$ cat src/rtl/core_pkg.sv
// Shared core definitions: PC-select encoding used by both the decoder and fetch,
// and the fetch-stage state encoding.
package core_pkg;

    localparam logic [1:0] PC_SEQ    = 2'd0;
    localparam logic [1:0] PC_BRANCH = 2'd1;
    localparam logic [1:0] PC_JR     = 2'd2;
    localparam logic [1:0] PC_JUMP   = 2'd3;

    typedef enum logic [2:0] {
        ST_IDLE = 3'd0,
        ST_REQ  = 3'd1,
        ST_WAIT = 3'd2,
        ST_HOLD = 3'd3,
        ST_ERR  = 3'd4
    } fetch_state_t;

endpackage

$ cat src/rtl/next_pc_calc.sv
// Combinational next-PC selection for sequential, branch, jr and j/jal flow.
module next_pc_calc
    import core_pkg::*;
(
    input  logic [31:0] pc,
    input  logic [31:0] ir,
    input  logic [1:0]  pc_control,
    input  logic        branch_taken,
    input  logic [31:0] jr_target,
    output logic [31:0] next_pc,
    output logic        misaligned
);

    logic [31:0] seq_pc;
    logic [31:0] branch_off;
    logic        unused_ir_hi;

    assign seq_pc       = pc + 32'd4;
    assign branch_off   = {{14{ir[15]}}, ir[15:0], 2'b00};
    assign unused_ir_hi = ^ir[31:26];

    always_comb begin
        next_pc    = seq_pc;
        misaligned = 1'b0;
        case (pc_control)
            PC_SEQ:    next_pc = seq_pc;
            PC_BRANCH: next_pc = branch_taken ? (seq_pc + branch_off) : seq_pc;
            PC_JR: begin
                // Low bits are dropped so fetch keeps going; the fault is only flagged.
                next_pc    = {jr_target[31:2], 2'b00};
                misaligned = (jr_target[1:0] != 2'b00);
            end
            PC_JUMP:   next_pc = {seq_pc[31:28], ir[25:0], 2'b00};
            default:   next_pc = seq_pc;
        endcase
    end

endmodule

$ cat src/rtl/instr_fetch.sv
// Fetch stage: owns the PC, fetches over imem request/response, holds IR until
// execute completes, then steps to the decoder-selected next PC.
module instr_fetch
    import core_pkg::*;
#(
    parameter logic [31:0] RESET_PC = 32'h0000_0000,
    parameter int          TIMEOUT  = 16
) (
    input  logic        clk,
    input  logic        rst_n,
    input  logic        run,
    output logic        imem_req,
    output logic [31:0] imem_addr,
    input  logic        imem_ready,
    input  logic        imem_rvalid,
    input  logic [31:0] imem_rdata,
    output logic [31:0] ir,
    output logic        ir_valid,
    output logic [31:0] pc,
    input  logic        ex_done,
    input  logic [1:0]  pc_control,
    input  logic        branch_taken,
    input  logic [31:0] jr_target,
    output logic [31:0] link_addr,
    output logic [31:0] retired,
    output logic        fetch_err,
    output logic        align_err,
    output logic [2:0]  dbg_state
);

    // Handshake: a request is accepted on a rising edge where imem_req and
    // imem_ready are both high; imem_req then holds until that edge. A response is
    // taken on any edge with imem_rvalid high while waiting, and ignored otherwise.

    localparam logic [7:0] CNT_LAST = 8'(TIMEOUT - 1);

    fetch_state_t state;
    logic [7:0]   wait_cnt;
    logic [31:0]  next_pc;
    logic         misaligned;

    next_pc_calc u_next_pc (
        .pc           (pc),
        .ir           (ir),
        .pc_control   (pc_control),
        .branch_taken (branch_taken),
        .jr_target    (jr_target),
        .next_pc      (next_pc),
        .misaligned   (misaligned)
    );

    assign imem_addr = pc;
    assign link_addr = pc + 32'd4;
    assign dbg_state = state;

    always_ff @(posedge clk or negedge rst_n) begin
        if (!rst_n) begin
            state     <= ST_IDLE;
            pc        <= RESET_PC;
            ir        <= 32'd0;
            ir_valid  <= 1'b0;
            imem_req  <= 1'b0;
            retired   <= 32'd0;
            fetch_err <= 1'b0;
            align_err <= 1'b0;
            wait_cnt  <= 8'd0;
        end else begin
            case (state)
                ST_IDLE: begin
                    if (run) begin
                        state    <= ST_REQ;
                        imem_req <= 1'b1;
                    end
                end
                ST_REQ: begin
                    if (imem_ready) begin
                        state    <= ST_WAIT;
                        imem_req <= 1'b0;
                        wait_cnt <= 8'd0;
                    end
                end
                ST_WAIT: begin
                    // A response on the final counted cycle still wins over the timeout.
                    if (imem_rvalid) begin
                        ir       <= imem_rdata;
                        ir_valid <= 1'b1;
                        state    <= ST_HOLD;
                    end else if (wait_cnt == CNT_LAST) begin
                        fetch_err <= 1'b1;
                        state     <= ST_ERR;
                    end else begin
                        wait_cnt <= wait_cnt + 8'd1;
                    end
                end
                ST_HOLD: begin
                    if (ex_done) begin
                        ir_valid <= 1'b0;
                        retired  <= retired + 32'd1;
                        pc       <= next_pc;
                        if (misaligned) begin
                            align_err <= 1'b1;
                        end
                        if (run) begin
                            state    <= ST_REQ;
                            imem_req <= 1'b1;
                        end else begin
                            state <= ST_IDLE;
                        end
                    end
                end
                ST_ERR: begin
                    imem_req <= 1'b0;
                    ir_valid <= 1'b0;
                end
                default: begin
                    state    <= ST_IDLE;
                    imem_req <= 1'b0;
                end
            endcase
        end
    end

endmodule

$ cat config.mk
export PLATFORM = sky130hd
export DESIGN_NAME = instr_fetch
export DESIGN_NICKNAME = d
export VERILOG_FILES = /design/src/rtl/core_pkg.sv /design/src/rtl/next_pc_calc.sv /design/src/rtl/instr_fetch.sv
export SDC_FILE = /design/constraint.sdc
export NUM_CORES = 1
export LEC_CHECK = 0
export CORE_MARGIN = 4
export CORE_UTILIZATION = 48
export DETAILED_ROUTE_END_ITERATION = 10
export PLACE_DENSITY = 0.81
export SYNTH_ARGS = -nofsm -noshare
export SYNTH_HDL_FRONTEND = slang
export SYNTH_SLANG_ARGS = --single-unit
$ cat constraint.sdc
create_clock -name clk -period 5.04 [get_ports clk]
set_clock_uncertainty 0.1 [all_clocks]
set_input_delay 1.008 -clock clk [delete_from_list [all_inputs] [get_ports clk]]
set_output_delay 1.008 -clock clk [all_outputs]
set_load 0.02 [all_outputs]
# == After elaboration in Yosys (flattened, before gate mapping) ==
# Cells that the tools add are included.
# op_classes
addsub,4
mul,0
div_mod_pow,0
n_lt_le_gt_ge,0
n_eq_ne,15
shifts,0
muxes,21
bitwise,3
n_reduce_logical,13
# op_table
op,n
32-bit case mux with 4 select lines,1
"32-bit by 1-bit adder with 32-bit output, second input constant",1
"32-bit by 3-bit adder with 32-bit output, second input constant",1
32-bit adder,1
32-bit 2-to-1 mux,1
8-bit 2-to-1 mux,3
8-bit case mux with 2 select lines,1
3-bit 2-to-1 mux,5
3-bit case mux with 5 select lines,1
"2-bit != test, second input constant",6
3-bit AND reduction,4
"8-bit by 1-bit adder with 8-bit output, second input constant",1
"8-bit by 4-bit equality test with 1-bit output, second input constant",1
1-bit 2-to-1 mux,7
"3-bit by 2-bit equality test with 1-bit output, second input constant",2
5-bit AND reduction,1
"2-bit equality test, second input constant",2
1-bit case mux with 4 select lines,1
2-bit AND reduction,2
4-bit AND reduction,1
2-bit nonzero test,2
"3-bit by 1-bit equality test with 1-bit output, second input constant",1
"3-bit equality test, second input constant",1
3-bit zero test,1
6 further kinds,8
# totals
reg_bits,111
latch_bits,0
mem_bits_rw,0
romBits,0
input_bits,73
mem_count,0

# == Longest topological paths before layout ==
# Gate-level depths: netlist of the first run.
# depth
depth_word,4
mapped_depth,17
ltp_nobuf,15

# == Hierarchy ==
# Synthesis of the first run repeated with hierarchy kept, for this count alone.
# unflattened
hier_cells,969
hier_area_um2,8405.6
# by_module_without_submodules
module,n_inst,cells_each,area_each_um2,seq_area_each_um2
instr_fetch,1,531,5444.0,2777.7
next_pc_calc,1,438,2961.6,0.0

# == Least setup slack after synthesis of the first run ==
# OpenSTA, ideal clock, no wires.
# synth_path
kind,register to register
start,"register pc[2], in the netlist imem_addr[2]"
end,"register pc[25], in the netlist imem_addr[25]"
setup_time_ns,0.136
arrival_time_ns,3.993
t_required_ns,4.804
path_slack_ns,0.811
stages_incl_launch_ff,18
n_path_buf,2
period_less_slack_ns,4.229
cell_sequence,dfrtp_1 > ha_1 > nand4_1 > nor3_2 > and3_1 > clkbuf_1 > nand3_1 > xnor2_1 > ha_1 > clkbuf_2 > nand4_1 > nor2_1 > nor3_1 > a41oi_2 > a31o_2 > a21oi_1 > xor2_1 > o21ai_0
# synth_via
elab_chain_len,4
# synth_rtl
item,line_no,source
from (decl),instr_fetch.sv:19,"output logic [31:0] pc,"
from (signal assigned),instr_fetch.sv:99,pc <= next_pc;
32-bit by 3-bit adder with 32-bit output,n/a,
net link_addr[18],instr_fetch.sv:24,"output logic [31:0] link_addr,"
32-bit adder,next_pc_calc.sv:27,PC_BRANCH: next_pc = branch_taken ? (seq_pc + branch_off) : seq_pc;
32-bit 2-to-1 mux,next_pc_calc.sv:27,
32-bit case mux with 4 select lines,next_pc_calc.sv:25,case (pc_control)
# The timed path passes the listed nets, and every way through them passes these cells.
# A chain may end at the register's enable or synchronous reset.

# == Worst setup path in the final report of the first run ==
# layout_path
start,"register pc[2], in the netlist imem_addr[2]"
end,output link_addr[24]
# layout_via
elab_chain_len,1
# layout_rtl
item,line_no,source
32-bit by 3-bit adder with 32-bit output,instr_fetch.sv:53,assign link_addr = pc + 32'd4;
to (decl),instr_fetch.sv:24,
# Every way passes these cells.

==> results of run 1 <==
[cells by family (layout without fill, tap and decap cells)]
kind of cell	Yosys count	after routing	share of synthesized area, %
buffers and inverters	100	286	7.10
DFF	109	109	34.3
adders and majority gates	36	36	5.76
AOI/OAI and AO/OA	211	211	18.0
other	1	6	0.0472
and+or+nand+nor	306	306	19.1
muxes	46	46	6.33
xor gates and xnor gates	84	84	9.26
[metrics by stage]
step,power [W],cell area (um2),cells,util (%),setup slack (ps)
final,0.00709,10500,1300,65.3,697
after global routing,0.00755,10500,1300,65.3,538
after CTS,0.00707,10500,1300,65.3,756
after detailed placement,0.00626,10200,1284,63.4,946
after global placement,0.00622,10200,1284,63.4,1070
after floorplan,0.00470,7960,898,-,811
[registers in the layout, indices dropped and copies added, names as in the netlist]
register / flops
align_err: 1
dbg_state: 3
fetch_err: 1
imem_addr: 30
imem_req: 1
ir: 32
ir_valid: 1
retired: 32
wait_cnt: 8
[synthesized netlist by cell type, types with 7 or more instances]
| cell | count | area, um2 |
|---|---|---|
| sky130_fd_sc_hd__dfrtp_1 | 109 | 2730 |
| sky130_fd_sc_hd__nand2_1 | 83 | 312 |
| sky130_fd_sc_hd__nor2_1 | 76 | 285 |
| sky130_fd_sc_hd__a21oi_1 | 56 | 280 |
| sky130_fd_sc_hd__xnor2_1 | 51 | 447 |
| sky130_fd_sc_hd__o21ai_0 | 46 | 230 |
| sky130_fd_sc_hd__buf_4 | 37 | 278 |
| sky130_fd_sc_hd__ha_1 | 35 | 438 |
| sky130_fd_sc_hd__mux2_2 | 34 | 383 |
| sky130_fd_sc_hd__xor2_1 | 33 | 289 |
| sky130_fd_sc_hd__nand3_1 | 29 | 145 |
| sky130_fd_sc_hd__nor3_1 | 28 | 140 |
| sky130_fd_sc_hd__inv_1 | 24 | 90.1 |
| sky130_fd_sc_hd__clkbuf_1 | 22 | 82.6 |
| sky130_fd_sc_hd__nand4_1 | 21 | 131 |
| sky130_fd_sc_hd__and3_1 | 16 | 100 |
| sky130_fd_sc_hd__mux2i_1 | 12 | 120 |
| sky130_fd_sc_hd__a211oi_1 | 9 | 67.6 |
| sky130_fd_sc_hd__a21o_1 | 9 | 67.6 |
| sky130_fd_sc_hd__a31oi_1 | 9 | 56.3 |
| sky130_fd_sc_hd__a221oi_1 | 8 | 70.1 |
| sky130_fd_sc_hd__nand2b_1 | 8 | 50.1 |
| sky130_fd_sc_hd__o22ai_1 | 8 | 50.1 |
| sky130_fd_sc_hd__a22o_1 | 7 | 61.3 |
[how the worst min path moves through the flow]
stage	end	slack (ps)	cells after the start
finish	fetch_err	360	1
global route	fetch_err	390	1
CTS	fetch_err	360	1
detailed placement	fetch_err	340	1
global placement	fetch_err	340	1
floorplan	wait_cnt[0]	390	1
[power by group through the flow]
stage | Clock, W | Sequential (W) | Combinational, W
final | 0.000774 | 0.00162 | 0.00469
after global placement | 0 | 0.00161 | 0.00461
after detailed placement | 0 | 0.00163 | 0.00463
after floorplan | 0 | 0.00181 | 0.00289
after CTS | 0.000788 | 0.00162 | 0.00466
after global routing | 0.000816 | 0.00168 | 0.00506
[area by class of cell]
cell class                      instances  area share (%)
Multi-Input combinational cell        689            44.5
Sequential cell                       109            26.0
Timing Repair Buffer                  245            23.0
Tap cell                              216            2.58
Clock buffer                            9            2.15
Inverter                               25           0.894
Clock inverter                          7           0.835
[metal layers]
| layer | up-vias | wire [um] | GRT usage [%] |
|---|---|---|---|
| met3 | 64 | 2440 | 7.06 |
| li1 | 3557 | - | - |
| met5 | - | 0 | 0 |
| met4 | 0 | 733 | 8.40 |
| met2 | 374 | 12500 | 46.4 |
| met1 | 3707 | 10500 | 35.7 |
[critical path: stages (launching register included)]
cell and delay [ps]:
sky130_fd_sc_hd__dfrtp_1 460, sky130_fd_sc_hd__ha_1 280, sky130_fd_sc_hd__nand4_1 190, sky130_fd_sc_hd__nor3_2 170, sky130_fd_sc_hd__buf_4 160, sky130_fd_sc_hd__and3_1 310, sky130_fd_sc_hd__nand3_1 130, sky130_fd_sc_hd__xnor2_1 460
sky130_fd_sc_hd__clkdlybuf4s50_1 710
==> results.rst, run 1 <==
.. list-table::
   :header-rows: 1

   * - Metric
     - Value
   * - Most common library cell in the layout ignoring fill and taps
     - sky130_fd_sc_hd__clkdlybuf4s50_1
   * - Sequential standard cell area
     - 2730 um2
   * - CP endpoint kind
     - output port
   * - Transition time at the pin with the least slew margin
     - 1050 ps
   * - Share of flip-flops with an asynchronous set or reset after synthesis
     - 100%
   * - Ratio of total power to cell area
     - 676 nW/um2
   * - End point of the critical path
     - link_addr[24]
   * - Launching element of the worst setup path
     - imem_addr[2]
   * - ANT cells
     - 0
   * - Fin Hold WS
     - 360 ps
   * - All-layer global routing usage
     - 27.8%
   * - Number of placement rows
     - 46
   * - Std-Cell Core Area
     - 16100 um2
   * - HPWL after detailed placement
     - 20000 um
   * - Post-detailed-route wirelength per cell
     - 20.2 um
   * - Number of levels in the clock H-tree
     - 3
   * - Worst slew margin relative to its limit
     - 29.9%
   * - Start-to-end type of the worst setup path
     - register to output port
   * - Skew-Pair Late Insertion Delay
     - 360 ps
   * - Sinks on Clock Net
     - 109
   * - Clock tree from TritonCTS
     - built
   * - Sequential share of power
     - 22.9%
   * - Area of the die
     - 18700 um2
   * - Initial standard-cell utilization of the core
     - 49.5%
   * - Quantity of I/O buffers inserted on ports
     - 233
   * - Crit-path max FO
     - 8
   * - Yosys warning total
     - 0
   * - Type of the worst min-delay path
     - register to register
   * - Synthesis-to-layout area growth
     - 32.1%
   * - Most frequent cells in the layout
     - 231 x sky130_fd_sc_hd__clkdlybuf4s50_1, 109 x sky130_fd_sc_hd__dfrtp_1, 83 x sky130_fd_sc_hd__nand2_1
   * - Number of global-route vias before repair
     - 7452
   * - Max-cap violation count
     - 0
   * - Power share of the clock group
     - 10.9%
   * - Reg2reg path depth
     - 15
   * - Primary flip-flop cell chosen by synthesis mapping
     - sky130_fd_sc_hd__dfrtp_1
   * - Horizontal die dimension
     - 137 um
   * - Fraction of the cycle the final worst path needs
     - 86.2%
   * - Final number of hold-violating endpoints
     - 0
   * - Max Clock Freq
     - 230 MHz
   * - Post-CTS setup repair buffer count
     - 0
   * - Internal reg-to-reg setup slack
     - 860 ps
   * - Post-route setup TNS
     - 0 ps
   * - Maximum number of pins on one net before global-route repair
     - 82
   * - Maximum number of buffers from clock root to sink
     - 2
   * - Remaining DRCs
     - 0
   * - Hold wc startpoint
     - fetch_err
   * - Io pins
     - 240
   * - Post-Syn Area per Cell
     - 8.90 um2
   * - Worst endpoint required time
     - 3930 ps
   * - Setup repair after global routing missed its margin
     - no
   * - Critical register-to-register path endpoint
     - imem_addr[25]
   * - Global-route wire length before repair
     - 40600 um
   * - Total gr overflow
     - 0
   * - Combined area of the multi-input logic cells
     - 4670 um2
   * - Number of antenna violations at the first check in global routing
     - 0
   * - CTS Hold Buffers Added
     - 0
   * - Worst-case vdd ir drop
     - 0.490 mV
   * - Die height
     - 137 um
   * - Final-stage net count
     - 1188
   * - Share of post-route cells with drive strength above 1
     - 9.04%
   * - Antenna-violating nets left
     - 0
   * - Final weighted congestion in routability-driven placement
     - 0.993
   * - Via density per instance
     - 5.92
   * - Number of iterations in the first detailed-routing pass
     - 5
   * - Startpoint type of the worst setup path
     - register
   * - Fill cell count
     - 1312
   * - Leakage dissipation
     - 4.36 nW
   * - Share of the yosys chip area belonging to registers
     - 34.3%
   * - Outcome
     - completed
   * - Min Tclk post-route
     - 4340 ps
   * - CTS Root Cell
     - sky130_fd_sc_hd__clkbuf_16
   * - Clock-pin slew reported for the worst setup and hold paths after clock tree synthesis
     - 80 ps
   * - Number of setup violations in the final report
     - 0
   * - Overall routed net length
     - 26200 um
   * - Switching power of the nets
     - 0.00344 W
   * - Number of synthesized flops with an enable pin
     - 0
   * - Syn Std Cell Area
     - 7950 um2
   * - Post-synthesis cell type count
     - 82
   * - Switching share of total power
     - 48.5%
   * - Synthesized instance count
     - 893
   * - Number of violations reported at the end of detailed-routing iteration 0
     - 692
   * - Internal power consumption
     - 0.00365 W
   * - Cts repair resizes
     - 0
   * - Arrival time reported for the critical path endpoint
     - 3230 ps
   * - Routed via count
     - 7702
   * - #FFs+latches synth
     - 109
   * - Number of max-slew violations in the final report
     - 0
   * - Comb pwr share
     - 66.2%
   * - Reg2Reg Launch Point
     - imem_addr[2]
   * - Number of buffers added by the clock tree synthesis step
     - 9
(Power assumes the default switching activity.)
==> inputs of run 2 (changes only) <==
--- a/config.mk
+++ b/config.mk
@@ -10,4 +10,5 @@
 export DETAILED_ROUTE_END_ITERATION = 10
 export PLACE_DENSITY = 0.81
+export SLEW_MARGIN = 20
 export SYNTH_ARGS = -nofsm -noshare
 export SYNTH_HDL_FRONTEND = slang
--- a/constraint.sdc
+++ b/constraint.sdc
@@ -3,3 +3,3 @@
 set_input_delay 1.008 -clock clk [delete_from_list [all_inputs] [get_ports clk]]
 set_output_delay 1.008 -clock clk [all_outputs]
-set_load 0.02 [all_outputs]
+set_load 0.1 [all_outputs]
==> results.rst, run 2 (synthesis gave the netlist of run 1 again) <==
.. list-table::
   :header-rows: 1

   * - Metric
     - Value
   * - Worst setup slack after placement
     - 821 ps (-125 ps)
   * - Type of the worst min-delay path
     - register to register
   * - Endpoint with the worst hold slack
     - retired[31]
   * - Horizontal die dimension
     - 137 um (unchanged)
   * - ANT cells
     - 0 (unchanged)
   * - Max-cap violation count
     - 0 (unchanged)
   * - Clock-pin slew reported for the worst setup and hold paths after clock tree synthesis
     - 90 ps (about the same)
   * - Number of buffers added by the clock tree synthesis step
     - 9 (unchanged)
   * - Critical register-to-register path endpoint
     - imem_addr[31]
   * - Worst slew margin relative to its limit
     - 29.3% (-0.61 points)
   * - Post-route setup TNS
     - 0 ps (unchanged)
   * - Fill cell count
     - 1318 (+0.46%)
   * - Sinks on Clock Net
     - 109 (unchanged)
   * - Number of antenna violations at the first check in global routing
     - 0 (unchanged)
   * - CTS Hold Buffers Added
     - 0 (unchanged)
   * - Most frequent cells in the layout
     - 212 x sky130_fd_sc_hd__clkdlybuf4s50_1, 102 x sky130_fd_sc_hd__dfrtp_1, 83 x sky130_fd_sc_hd__nand2_1
   * - Number of violations reported at the end of detailed-routing iteration 0
     - 652 (-5.8%)
   * - Most common library cell in the layout ignoring fill and taps
     - sky130_fd_sc_hd__clkdlybuf4s50_1
   * - Post-CTS setup repair buffer count
     - 0 (unchanged)
   * - Area of the die
     - 18700 um2 (unchanged)
   * - Worst endpoint required time
     - 5190 ps (+1260 ps)
   * - Io pins
     - 240 (unchanged)
   * - CTS Root Cell
     - sky130_fd_sc_hd__clkbuf_16
   * - Min Tclk post-route
     - 4290 ps (-50.6 ps)
   * - Skew-Pair Late Insertion Delay
     - 370 ps (about the same)
   * - Global-route wire length before repair
     - 41000 um (+1.1%)
   * - Quantity of I/O buffers inserted on ports
     - 233 (unchanged)
   * - Die height
     - 137 um (unchanged)
   * - Cts repair resizes
     - 0 (unchanged)
   * - Fraction of the cycle the final worst path needs
     - 85.2% (-1.0 points)
   * - Outcome
     - completed
   * - Final-stage net count
     - 1187 (-0.084%)
   * - Hold Path Depth
     - 1 (unchanged)
   * - Max Clock Freq
     - 233 MHz (+1.2%)
   * - Share of post-route cells with drive strength above 1
     - 13.2% (+4.2 points)
   * - Number of levels in the clock H-tree
     - 3 (unchanged)
   * - Number of max-slew violations in the final report
     - 0 (unchanged)
   * - HPWL after detailed placement
     - 19800 um (-0.80%)
   * - Post-detailed-route wirelength per cell
     - 20.4 um (+0.86%)
   * - Remaining DRCs
     - 0 (unchanged)
   * - Sequential standard cell area
     - 2740 um2 (+0.32%)
   * - Routed via count
     - 7610 (-1.2%)
   * - Arrival time reported for the critical path endpoint
     - 4440 ps (+1210 ps)
   * - Synthesis-to-layout area growth
     - 33.8%
   * - Number of placement rows
     - 46 (unchanged)
   * - Final number of hold-violating endpoints
     - 0 (unchanged)
   * - Setup repair after global routing missed its margin
     - no
   * - Hold wc startpoint
     - retired[31]
   * - Reg2reg path depth
     - 15 (unchanged)
   * - Maximum number of pins on one net before global-route repair
     - 47 (-43%)
   * - Crit-path max FO
     - 8 (unchanged)
   * - Final weighted congestion in routability-driven placement
     - 0.970 (-2.3%)
   * - Reg2Reg Launch Point
     - imem_addr[2]
   * - Overall routed net length
     - 26500 um (+0.78%)
   * - Internal reg-to-reg setup slack
     - 750 ps (-110 ps)
   * - CP endpoint kind
     - register
   * - Least setup slack across all paths after layout
     - 748 ps (+50.6 ps)
   * - Fin Hold WS
     - 374 ps (+14.4 ps)
   * - Number of setup violations in the final report
     - 0 (unchanged)
   * - Maximum number of buffers from clock root to sink
     - 2 (unchanged)
   * - Clock tree from TritonCTS
     - built
   * - Number of global-route vias before repair
     - 7489 (+0.50%)
   * - Combined area of the multi-input logic cells
     - 4870 um2 (+4.2%)
   * - Total gr overflow
     - 0 (unchanged)
   * - Antenna-violating nets left
     - 0 (unchanged)
   * - All-layer global routing usage
     - 28.2% (+0.37 points)
   * - Startpoint type of the worst setup path
     - register
   * - Transition time at the pin with the least slew margin
     - 1060 ps (+5.91 ps)
   * - Via density per instance
     - 5.86 (-1.1%)
   * - Std-Cell Core Area
     - 16100 um2 (unchanged)
   * - Start-to-end type of the worst setup path
     - register to register
   * - Initial standard-cell utilization of the core
     - 49.5% (unchanged)
   * - Number of iterations in the first detailed-routing pass
     - 5 (unchanged)
run 2: worst max path at each step:
stage | start | to | slack [ps] | depth (start not counted)
2_1_floorplan | imem_addr[9] | imem_addr[25] | 5 | 16
3_3_place_gp | imem_addr[2] | imem_addr[31] | 880 | 15
3_5_place_dp | imem_addr[2] | imem_addr[31] | 820 | 15
4_1_cts | imem_addr[2] | imem_addr[31] | 790 | 15
5_1_grt | imem_addr[2] | imem_addr[25] | 470 | 16
6_report | imem_addr[2] | imem_addr[31] | 750 | 15
run 2: area by class of cell:
| type | instances | share of cell area [%] |
|---|---|---|
| tap | 216 | 2.54 |
| inverter | 25 | 0.883 |
| multi-input combinational | 689 | 45.8 |
| clock inverter | 7 | 0.706 |
| clock buffer | 9 | 2.12 |
| sequential | 109 | 25.7 |
| timing repair buffer | 244 | 22.2 |
run 2: worst max-delay path: stages (launching register included):
cell,delay [ps]
sky130_fd_sc_hd__dfrtp_2,430
sky130_fd_sc_hd__ha_1,260
sky130_fd_sc_hd__nand4_1,190
sky130_fd_sc_hd__nor3_2,130
sky130_fd_sc_hd__buf_4,160
sky130_fd_sc_hd__and3_1,340
sky130_fd_sc_hd__nand3_1,230
sky130_fd_sc_hd__xnor2_4,190
sky130_fd_sc_hd__ha_1,410
sky130_fd_sc_hd__nand4_1,210
sky130_fd_sc_hd__or3_1,400
sky130_fd_sc_hd__a41oi_2,320
sky130_fd_sc_hd__nand3_2,130
sky130_fd_sc_hd__a21oi_2,220
sky130_fd_sc_hd__a311oi_1,110
sky130_fd_sc_hd__o32a_1,350
run 2: through the flow:
step | area [um2] | cells | utilization, %
global route | 10600 | 1299 | 66.2
global placement | 10300 | 1283 | 64.3
CTS | 10600 | 1299 | 66.2
detailed placement | 10300 | 1283 | 64.3
finish | 10600 | 1299 | 66.2
floorplan | 8170 | 898 | -
run 2: per-layer routing:
layer  part of all wire, %  track usage [%]
met1                    41             36.8
met3                   9.6             6.73
met5                     0                0
met4                   2.7             9.91
met2                    47             45.9
Power of run 2 is left out: the tool's default activity adds up to more than one toggle a clock period on the data nets, which glitch-free logic cannot reach.
==> inputs of run 3 (changes only) <==
RECOVER_POWER = 50   (was default)
==> results.rst, run 3 (synthesis gave the netlist of run 1 again) <==
.. list-table::
   :header-rows: 1

   * - Metric
     - Value
   * - Outcome
     - finished, violations left
   * - Failing checks
     - max-capacitance violations, max-slew violations
   * - Global-route wire length before repair
     - 41000 um (unchanged)
   * - Max Clock Freq
     - 232 MHz (-0.27%)
   * - Number of max-slew violations in the final report
     - 114 (+114)
   * - CTS Root Cell
     - sky130_fd_sc_hd__clkbuf_16
   * - Most common library cell in the layout ignoring fill and taps
     - sky130_fd_sc_hd__clkdlybuf4s50_1
   * - Final weighted congestion in routability-driven placement
     - 0.970 (unchanged)
   * - Synthesis-to-layout area growth
     - 33.4%
   * - ANT cells
     - 0 (unchanged)
   * - Number of buffers added by the clock tree synthesis step
     - 9 (unchanged)
   * - Number of antenna violations at the first check in global routing
     - 0 (unchanged)
   * - Number of setup violations in the final report
     - 0 (unchanged)
   * - Hold wc startpoint
     - fetch_err
   * - Start-to-end type of the worst setup path
     - register to register
   * - Die height
     - 137 um (unchanged)
   * - Worst slew margin relative to its limit
     - -81.4% (-110 points)
   * - Fraction of the cycle the final worst path needs
     - 85.4% (+0.23 points)
   * - Post-detailed-route wirelength per cell
     - 20.3 um (-0.40%)
   * - Number of violations reported at the end of detailed-routing iteration 0
     - 700 (+7.4%)
   * - Routed via count
     - 7613 (+0.039%)
   * - Skew-Pair Late Insertion Delay
     - 370 ps (about the same)
   * - Total gr overflow
     - 0 (unchanged)
   * - Reg2reg path depth
     - 15 (unchanged)
   * - Share of post-route cells with drive strength above 1
     - 12.6% (-0.65 points)
   * - Fill cell count
     - 1326 (+0.61%)
   * - Horizontal die dimension
     - 137 um (unchanged)
   * - Hold Path Depth
     - 1 (unchanged)
   * - Setup repair after global routing missed its margin
     - no
   * - Reg2Reg Launch Point
     - imem_addr[2]
   * - Number of placement rows
     - 46 (unchanged)
   * - Clock-pin slew reported for the worst setup and hold paths after clock tree synthesis
     - 80 ps (about the same)
   * - Via density per instance
     - 5.86 (about the same)
   * - Post-CTS setup repair buffer count
     - 0 (unchanged)
   * - CP endpoint kind
     - register
   * - Maximum number of pins on one net before global-route repair
     - 47 (unchanged)
   * - Maximum number of buffers from clock root to sink
     - 2 (unchanged)
   * - Initial standard-cell utilization of the core
     - 49.5% (unchanged)
   * - Max-cap violation count
     - 3 (+3)
   * - Sinks on Clock Net
     - 109 (unchanged)
   * - Clock tree from TritonCTS
     - built
   * - Io pins
     - 240 (unchanged)
   * - Arrival time reported for the critical path endpoint
     - 4450 ps (about the same)
   * - Remaining DRCs
     - 0 (unchanged)
   * - Std-Cell Core Area
     - 16100 um2 (unchanged)
   * - Type of the worst min-delay path
     - register to register
   * - Quantity of I/O buffers inserted on ports
     - 233 (unchanged)
   * - Fin Hold WS
     - 374 ps (-0.643 ps)
   * - Final-stage net count
     - 1187 (unchanged)
   * - Number of global-route vias before repair
     - 7489 (unchanged)
   * - CTS Hold Buffers Added
     - 0 (unchanged)
   * - Cts repair resizes
     - 0 (unchanged)
   * - Most frequent cells in the layout
     - 202 x sky130_fd_sc_hd__clkdlybuf4s50_1, 102 x sky130_fd_sc_hd__dfrtp_1, 83 x sky130_fd_sc_hd__nand2_1
   * - Critical register-to-register path endpoint
     - imem_addr[31]
   * - Worst endpoint required time
     - 5190 ps (about the same)
   * - HPWL after detailed placement
     - 19800 um (unchanged)
   * - All-layer global routing usage
     - 28.2% (unchanged)
   * - Area of the die
     - 18700 um2 (unchanged)
   * - Antenna-violating nets left
     - 0 (unchanged)
   * - Crit-path max FO
     - 8 (unchanged)
   * - Endpoint with the worst hold slack
     - fetch_err
   * - Min Tclk post-route
     - 4300 ps (+11.5 ps)
   * - Number of iterations in the first detailed-routing pass
     - 5 (unchanged)
   * - Post-route setup TNS
     - 0 ps (unchanged)
   * - Internal reg-to-reg setup slack
     - 740 ps (about the same)
   * - Overall routed net length
     - 26300 um (-0.40%)
   * - Number of levels in the clock H-tree
     - 3 (unchanged)
   * - Startpoint type of the worst setup path
     - register
   * - Final number of hold-violating endpoints
     - 0 (unchanged)
   * - Transition time at the pin with the least slew margin
     - 2720 ps (+1660 ps)
## run 3: worst max path at each step
| stage | startpoint | end |
|---|---|---|
| after floorplan | imem_addr[9] | imem_addr[25] |
| after global placement | imem_addr[2] | imem_addr[31] |
| after detailed placement | imem_addr[2] | imem_addr[31] |
| after CTS | imem_addr[2] | imem_addr[31] |
| after global routing | imem_addr[2] | imem_addr[25] |
| final | imem_addr[2] | imem_addr[31] |
## run 3: metrics by stage
step           std cells  cell area, um2  utilization (%)  worst slack, ps
6_report            1299           10600             66.0              736
5_1_grt             1299           10600             66.0              470
4_1_cts             1299           10600             66.2              787
3_5_place_dp        1283           10300             64.3              821
3_3_place_gp        1283           10300             64.3              882
2_1_floorplan        898            8170                -             5.45
## run 3: worst max-delay path: stages (launching register included)
cell,delay [ps]
sky130_fd_sc_hd__dfrtp_2,430
sky130_fd_sc_hd__ha_1,260
sky130_fd_sc_hd__nand4_1,180
sky130_fd_sc_hd__nor3_2,130
sky130_fd_sc_hd__buf_4,160
sky130_fd_sc_hd__and3_1,340
sky130_fd_sc_hd__nand3_1,230
sky130_fd_sc_hd__xnor2_4,190
sky130_fd_sc_hd__ha_1,410
sky130_fd_sc_hd__nand4_1,220
sky130_fd_sc_hd__or3_1,400
sky130_fd_sc_hd__a41oi_2,320
sky130_fd_sc_hd__nand3_2,130
sky130_fd_sc_hd__a21oi_2,220
sky130_fd_sc_hd__a311oi_1,120
sky130_fd_sc_hd__o32a_1,350
## run 3: per-layer routing
layer  vias to the layer above  GRT usage (%)  share of wire, %  wire length (um)
met1                      3627           36.8                41             10800
met4                         0           9.91               2.8               736
met2                       375           45.9                47             12400
met5                         -              0                 0                 0
li1                       3566              -                 -                 -
met3                        45           6.73               9.2              2420
## run 3: final cells by class
type / count / area (um2) / area share, %
inverter: 25 / 93.8 / 0.885
clock inverter: 7 / 75.1 / 0.708
sequential: 109 / 2740 / 25.8
tap: 216 / 270 / 2.55
timing repair buffer: 244 / 2340 / 22.1
multi-input combinational: 689 / 4860 / 45.8
clock buffer: 9 / 225 / 2.12
Power of run 3 is left out for the same reason.
